`src/rtl/laser_pulse_gen.sv`:
```
// Laser shot sequencer: fires a configurable-width laser pulse, issues a delayed
// TDC start strobe tagged with a shot index, and enforces a post-pulse holdoff.
module laser_pulse_gen #(
  parameter int unsigned SYS_FREQ    = 125_000_000,
  parameter int unsigned HOLDOFF_NUM = 16
) (
  input  logic        clk,
  input  logic        rst_n,
  input  logic        send_en,
  input  logic        change_flag,
  input  logic [7:0]  pulse_width,
  input  logic [7:0]  tdc_delay,
  input  logic        zero_flag,
  output logic        laser_pulse,
  output logic        tdc_start,
  output logic [15:0] pulse_index,
  output logic        pulse_index_valid,
  output logic        busy,
  output logic [15:0] overrun_cnt
);

  localparam int unsigned CFG_W    = 8;
  localparam int unsigned IDX_W    = 16;
  localparam int unsigned HOLD_W   = 16;
  // Holdoff of zero or one both mean a single idle cycle; a zero clock rate is not a valid build.
  localparam int unsigned HOLD_CYC = (HOLDOFF_NUM > 1 && SYS_FREQ > 0) ? HOLDOFF_NUM : 1;

  localparam logic [2:0] IDLE    = 3'b001;
  localparam logic [2:0] PULSE   = 3'b010;
  localparam logic [2:0] HOLDOFF = 3'b100;

  logic [2:0]        state, state_nxt;
  logic              accept_c;
  logic [CFG_W-1:0]  sh_w, sh_d;
  logic [CFG_W-1:0]  wcnt, dcnt;
  logic [HOLD_W-1:0] hcnt;
  logic              tdc_pend;
  logic [IDX_W-1:0]  last_idx, cur_idx, shot_idx_c;
  logic              zs1, zs2, zs3, zero_pend, zero_rise_c;

  assign zero_rise_c = zs2 & ~zs3;
  assign shot_idx_c  = (zero_pend || zero_rise_c) ? '0 : last_idx + IDX_W'(1);

  // State register
  always_ff @(posedge clk or negedge rst_n) begin
    if (!rst_n) state <= IDLE;
    else        state <= state_nxt;
  end

  // Next-state logic; HOLDOFF waits for both its minimum length and the shot's TDC strobe
  always_comb begin
    state_nxt = state;
    accept_c  = 1'b0;
    case (state)
      IDLE: begin
        if (send_en) begin
          state_nxt = PULSE;
          accept_c  = 1'b1;
        end
      end
      PULSE:   if (wcnt <= CFG_W'(1)) state_nxt = HOLDOFF;
      HOLDOFF: if (hcnt <= HOLD_W'(1) && !tdc_pend) state_nxt = IDLE;
      default: state_nxt = IDLE;
    endcase
  end

  // Zero-mark synchronizer and edge history
  always_ff @(posedge clk or negedge rst_n) begin
    if (!rst_n) begin
      zs1 <= 1'b0;
      zs2 <= 1'b0;
      zs3 <= 1'b0;
    end else begin
      zs1 <= zero_flag;
      zs2 <= zs1;
      zs3 <= zs2;
    end
  end

  // Shot datapath: shadow config, pulse/delay/holdoff counters, indexing, overrun
  always_ff @(posedge clk or negedge rst_n) begin
    if (!rst_n) begin
      sh_w              <= CFG_W'(1);
      sh_d              <= '0;
      wcnt              <= '0;
      dcnt              <= '0;
      hcnt              <= '0;
      tdc_pend          <= 1'b0;
      last_idx          <= '1;
      cur_idx           <= '0;
      zero_pend         <= 1'b0;
      laser_pulse       <= 1'b0;
      tdc_start         <= 1'b0;
      pulse_index       <= '0;
      pulse_index_valid <= 1'b0;
      busy              <= 1'b0;
      overrun_cnt       <= '0;
    end else begin
      tdc_start         <= 1'b0;
      pulse_index_valid <= 1'b0;
      busy              <= (state_nxt != IDLE);

      if (change_flag) begin
        sh_w <= (pulse_width == '0) ? CFG_W'(1) : pulse_width;
        sh_d <= tdc_delay;
      end

      if (accept_c)         zero_pend <= 1'b0;
      else if (zero_rise_c) zero_pend <= 1'b1;

      if (send_en && state != IDLE && overrun_cnt != '1)
        overrun_cnt <= overrun_cnt + IDX_W'(1);

      if (accept_c) begin
        laser_pulse <= 1'b1;
        wcnt        <= sh_w;
        last_idx    <= shot_idx_c;
        cur_idx     <= shot_idx_c;
        if (sh_d == '0) begin
          tdc_start         <= 1'b1;
          pulse_index_valid <= 1'b1;
          pulse_index       <= shot_idx_c;
        end else begin
          tdc_pend <= 1'b1;
          dcnt     <= sh_d;
        end
      end else begin
        if (state == PULSE) begin
          if (wcnt <= CFG_W'(1)) begin
            laser_pulse <= 1'b0;
            hcnt        <= HOLD_W'(HOLD_CYC);
          end else begin
            wcnt <= wcnt - CFG_W'(1);
          end
        end
        if (state == HOLDOFF && hcnt > HOLD_W'(1))
          hcnt <= hcnt - HOLD_W'(1);
        if (tdc_pend) begin
          if (dcnt == CFG_W'(1)) begin
            tdc_start         <= 1'b1;
            pulse_index_valid <= 1'b1;
            pulse_index       <= cur_idx;
            tdc_pend          <= 1'b0;
          end else begin
            dcnt <= dcnt - CFG_W'(1);
          end
        end
      end
    end
  end

endmodule

```
`config.mk`:
```
export PLATFORM = sky130hd
export DESIGN_NAME = laser_pulse_gen
export DESIGN_NICKNAME = d
export VERILOG_FILES = /design/src/rtl/laser_pulse_gen.sv
export SDC_FILE = /design/constraint.sdc
export NUM_CORES = 1
export LEC_CHECK = 0
export ABC_CLOCK_PERIOD_IN_PS = 4800
export CORE_MARGIN = 4
export CORE_UTILIZATION = 45
export DETAILED_ROUTE_END_ITERATION = 16
export PLACE_DENSITY = 0.65
export SLEW_MARGIN = 20
export SYNTH_ARGS = -nofsm -noshare
export SYNTH_HDL_FRONTEND = slang
export SYNTH_SLANG_ARGS = --single-unit
```
`constraint.sdc`:
```
create_clock -name clk -period 4.8 [get_ports clk]
set_clock_uncertainty 0.15 [all_clocks]
set_input_delay 0.96 -clock clk [delete_from_list [all_inputs] [get_ports clk]]
set_output_delay 0.96 -clock clk [all_outputs]
set_load 0.03 [all_outputs]
```
==> results.py <==
metrics = {
    "cts": {
        "clockBufferDepth": 2,
        "ctsResizeCount": 0,
        "cts_made_buffers": 17,
        "cts-htree-levels": 4,
        "root_buffer": "clkbuf_16",
        "cts.sinks": 123,
        "cts_tree": "built",
        "post_cts_buffers": 0,
        "clkLatencyLatePin_ps": 410,
        "clkTransAtPathRegs_ps": 50,
        "hold_buffers": 0,
    },
    "sta": {
        "worst_slew_margin_rel_pct": 35.31,
        "tns_ps": 0,
        "final_hold_viol_count": 0,
        "fmax_mhz": 321.9,
        "fin_crit_ps": 3106,
        "tightest_slew_ps": 968.4,
        "rsz0062_at_grt": "false",
        "finalSetupViolations": 0,
        "drv_slew": 0,
        "fin_ws_ps": 1694,
        "fin_crit_sh_pct": 64.72,
        "worst_hold_slack_ps": 205.5,
    },
    "synth": {
        "syn-cell-area_mm2": 0.005853,
        "yosysUniqueCellTypes": 67,
        "syn_inst": 565,
        "synth_nets": 594,
        "yosysTopAreaCellShare_pct": 44.89,
        "synth_area_per_cell_um2": 10.36,
        "ys_seq_area_share_pct": 52.97,
        "yosys_warnings": 0,
        "synth_seq_cells": 123,
        "yosysTopAreaCell": "dfrtp_1",
        "ys_top_cells_by_area": "dfrtp_1, dfstp_2, mux2_2",
        "postSynth.asyncResetShare_pct": 100.0,
        "synth_edf_count": 0,
        "synthFlopType": "dfrtp_1",
    },
    "outcome": {
        "outcome": "completed",
    },
    "floorplan": {
        "start_util_pct": 46.19,
        "die_y_um": 122.0,
        "placementRows": 41,
        "ios": 57,
        "core_area_mm2": 0.01267,
        "die-width_um": 122.0,
        "dieArea_mm2": 0.01490,
    },
    "setup_path": {
        "crit_path_end_kind": "register",
        "r2r-end": "pulse_index[0]",
        "reg2reg_from": "dcnt[4]",
        "crit_fanout": 28,
        "critical_path_class": "primary input to register",
        "arrival_ps": 3250,
        "r2r_cells": 4,
        "ff2ff_setup_slack_ps": 2080,
        "path_cells": "clkdlybuf4s50_1 > and4bb_1 > buf_4 > and3_1 > o21bai_1 > mux2_2",
        "crit_start": "send_en",
        "cp-start-kind": "primary input",
        "required_ps": 4950,
        "crit_slowest_cell": "clkdlybuf4s50_1",
        "critPathMaxStageDelay_ps": 600,
    },
    "power": {
        "ir_drop_mv": 0.2429,
        "power.density_mw_per_mm2": 487.0,
        "total_power_mw": 3.467,
        "cellLeakagePower_nw": 2.949,
    },
    "routing": {
        "drtIter0Drc": 283,
        "ant_nets": 0,
        "drt_pass1_iterations": 4,
        "wl_per_cell_um": 15.20,
        "post_drt_via_cell_ratio": 5.444,
        "routed_wl_um": 12300,
        "vias": 4404,
        "drc_errors": 0,
    },
    "global_routing": {
        "grt_pass1_vias": 4510,
        "grt_max_degree": 59,
        "grt_pass1_wl_um": 21510,
        "antenna_found_initial": 0,
        "grt_overflow_total": 0,
        "grt_use_total_pct": 18.22,
    },
    "flow_run": {
        "drv_cap": 0,
    },
    "min_path": {
        "min_path_type": "register to register",
        "min_to": "zs2",
        "holdPathStages": 0,
        "hp-start": "zs1",
    },
    "layout": {
        "fin_area_mm2": 0.007121,
        "fin_cells": 809,
        "fillers": 1100,
        "layout.nets": 653,
        "syn_to_final_growth_pct": 21.65,
        "diodes": 0,
        "final_core_util_pct": 56.20,
        "drive_gt1_share_pct": 16.01,
    },
    "placement": {
        "port_buffers": 56,
        "dpl.cell_count": 777,
        "gp_congestion": 0.8585,
        "dp_slack_ps": 1285,
        "placed_area_mm2": 0.006573,
        "dp_hpwl_um": 8430,
    },
}
registers in the layout, summed over array words and instances (netlist names):
name / flops
zero_pend: 1
zs2: 1
dcnt: 8
pulse_index: 16
zs3: 1
overrun_cnt: 16
hcnt: 16
sh_d: 8
wcnt: 8
tdc_pend: 1
busy: 1
laser_pulse: 1
sh_w: 8
state: 3
pulse_index_valid: 1
cur_idx: 16
zs1: 1
last_idx: 16
power by group:
group	total, mW	internal [mW]	switching, mW
clock	1.17	0.743	0.429
combinational	0.901	0.361	0.539
sequential	1.39	1.22	0.178
how the worst max path moves through the flow:
stage                     cells after the start        endpoint  slack, ps
after floorplan                               6  pulse_index[0]       2330
after global placement                        6  pulse_index[3]       1320
after detailed placement                      6  pulse_index[6]       1280
after CTS                                     6  pulse_index[0]       1720
after global routing                          6  pulse_index[6]       1590
final                                         6  pulse_index[0]       1690
cells in the mapped netlist, drive strengths merged (2+ instances only):
cell and instances:
a31oi 2, mux2i 7, nand4 12, clkbuf 10
ha 8, inv 12, nand2 67, a22oi 2
nand2b 4, o21bai 2, o41ai 2, o2bb2ai 3
dfstp 18, a21oi 31, xor2 6, dfrtp 105
a211oi 2, nor3 15, o22ai 3, xnor2 21
o21ai 50, nor2 44, or4 4, or3 2
o31ai 7, nand3 25, nor3b 7, a221o 3
buf 12, mux2 30, and4 2, nor2b 3
or2 6, a22o 2, nor4 16, and3 5
o211ai 2
cell usage in the layout, fill, tap and decap left out, types with 3 or more instances in the layout:
master / n
xnor2_1: 21
dfstp_2: 18
o31ai_1: 7
o21ai_1: 20
nor4_1: 14
o2bb2ai_1: 3
mux2_2: 28
and3_1: 5
buf_4: 7
nor2_1: 43
nor3b_1: 6
ha_1: 8
o22ai_1: 3
or2_2: 4
nand4_1: 11
nand3_1: 24
nor2b_1: 3
o21ai_0: 30
a221o_1: 3
clkinv_2: 8
clkbuf_16: 17
clkdlybuf4s50_1: 55
xor2_1: 6
clkbuf_1: 3
inv_1: 11
dfrtp_1: 105
or4_1: 3
mux2i_1: 7
nand2b_1: 4
a21oi_1: 30
clkbuf_8: 3
nor3_1: 15
nand2_1: 67
worst max-delay path, delay by kind of cell:
family / cells / cell delay [ps]
multiplexers: 1 / 420
AND/OR/NAND/NOR: 2 / 500
buffers and inverters: 2 / 890
AO/OA/AOI/OAI: 1 / 460
cells by family after synthesis:
group / Yosys count / share of synthesized area, %
AO/OA/AOI/OAI: 118 / 12.40
XOR/XNOR: 27 / 4.040
adder cells (fa/ha/maj): 8 / 1.710
buffers and inverters: 34 / 2.544
flip-flops: 123 / 52.97
multiplexers: 37 / 6.969
AND/OR/NAND/NOR: 218 / 19.37
per-layer routing:
layer / vias up / part of all wire, % / GRT usage (%)
met1: 2136 / 48 / 24.70
li1: 2158 / - / -
met2: 90 / 46 / 27.83
met3: 20 / 4.8 / 5.014
met4: 0 / 1.8 / 7.353
met5: - / 0 / 0
layout make-up:
class,instances,area [µm²],share of cell area (%)
multi-input cells,408,2609,36.64
well taps,172,215.2,3.022
inverters,12,45.04,0.6326
flip-flops and latches,123,3100,43.54
clock buffers,23,478.0,6.712
clock inverters,9,70.07,0.9840
repair buffers,62,603.1,8.470
Note: power is estimated with default switching activity, not from simulation.
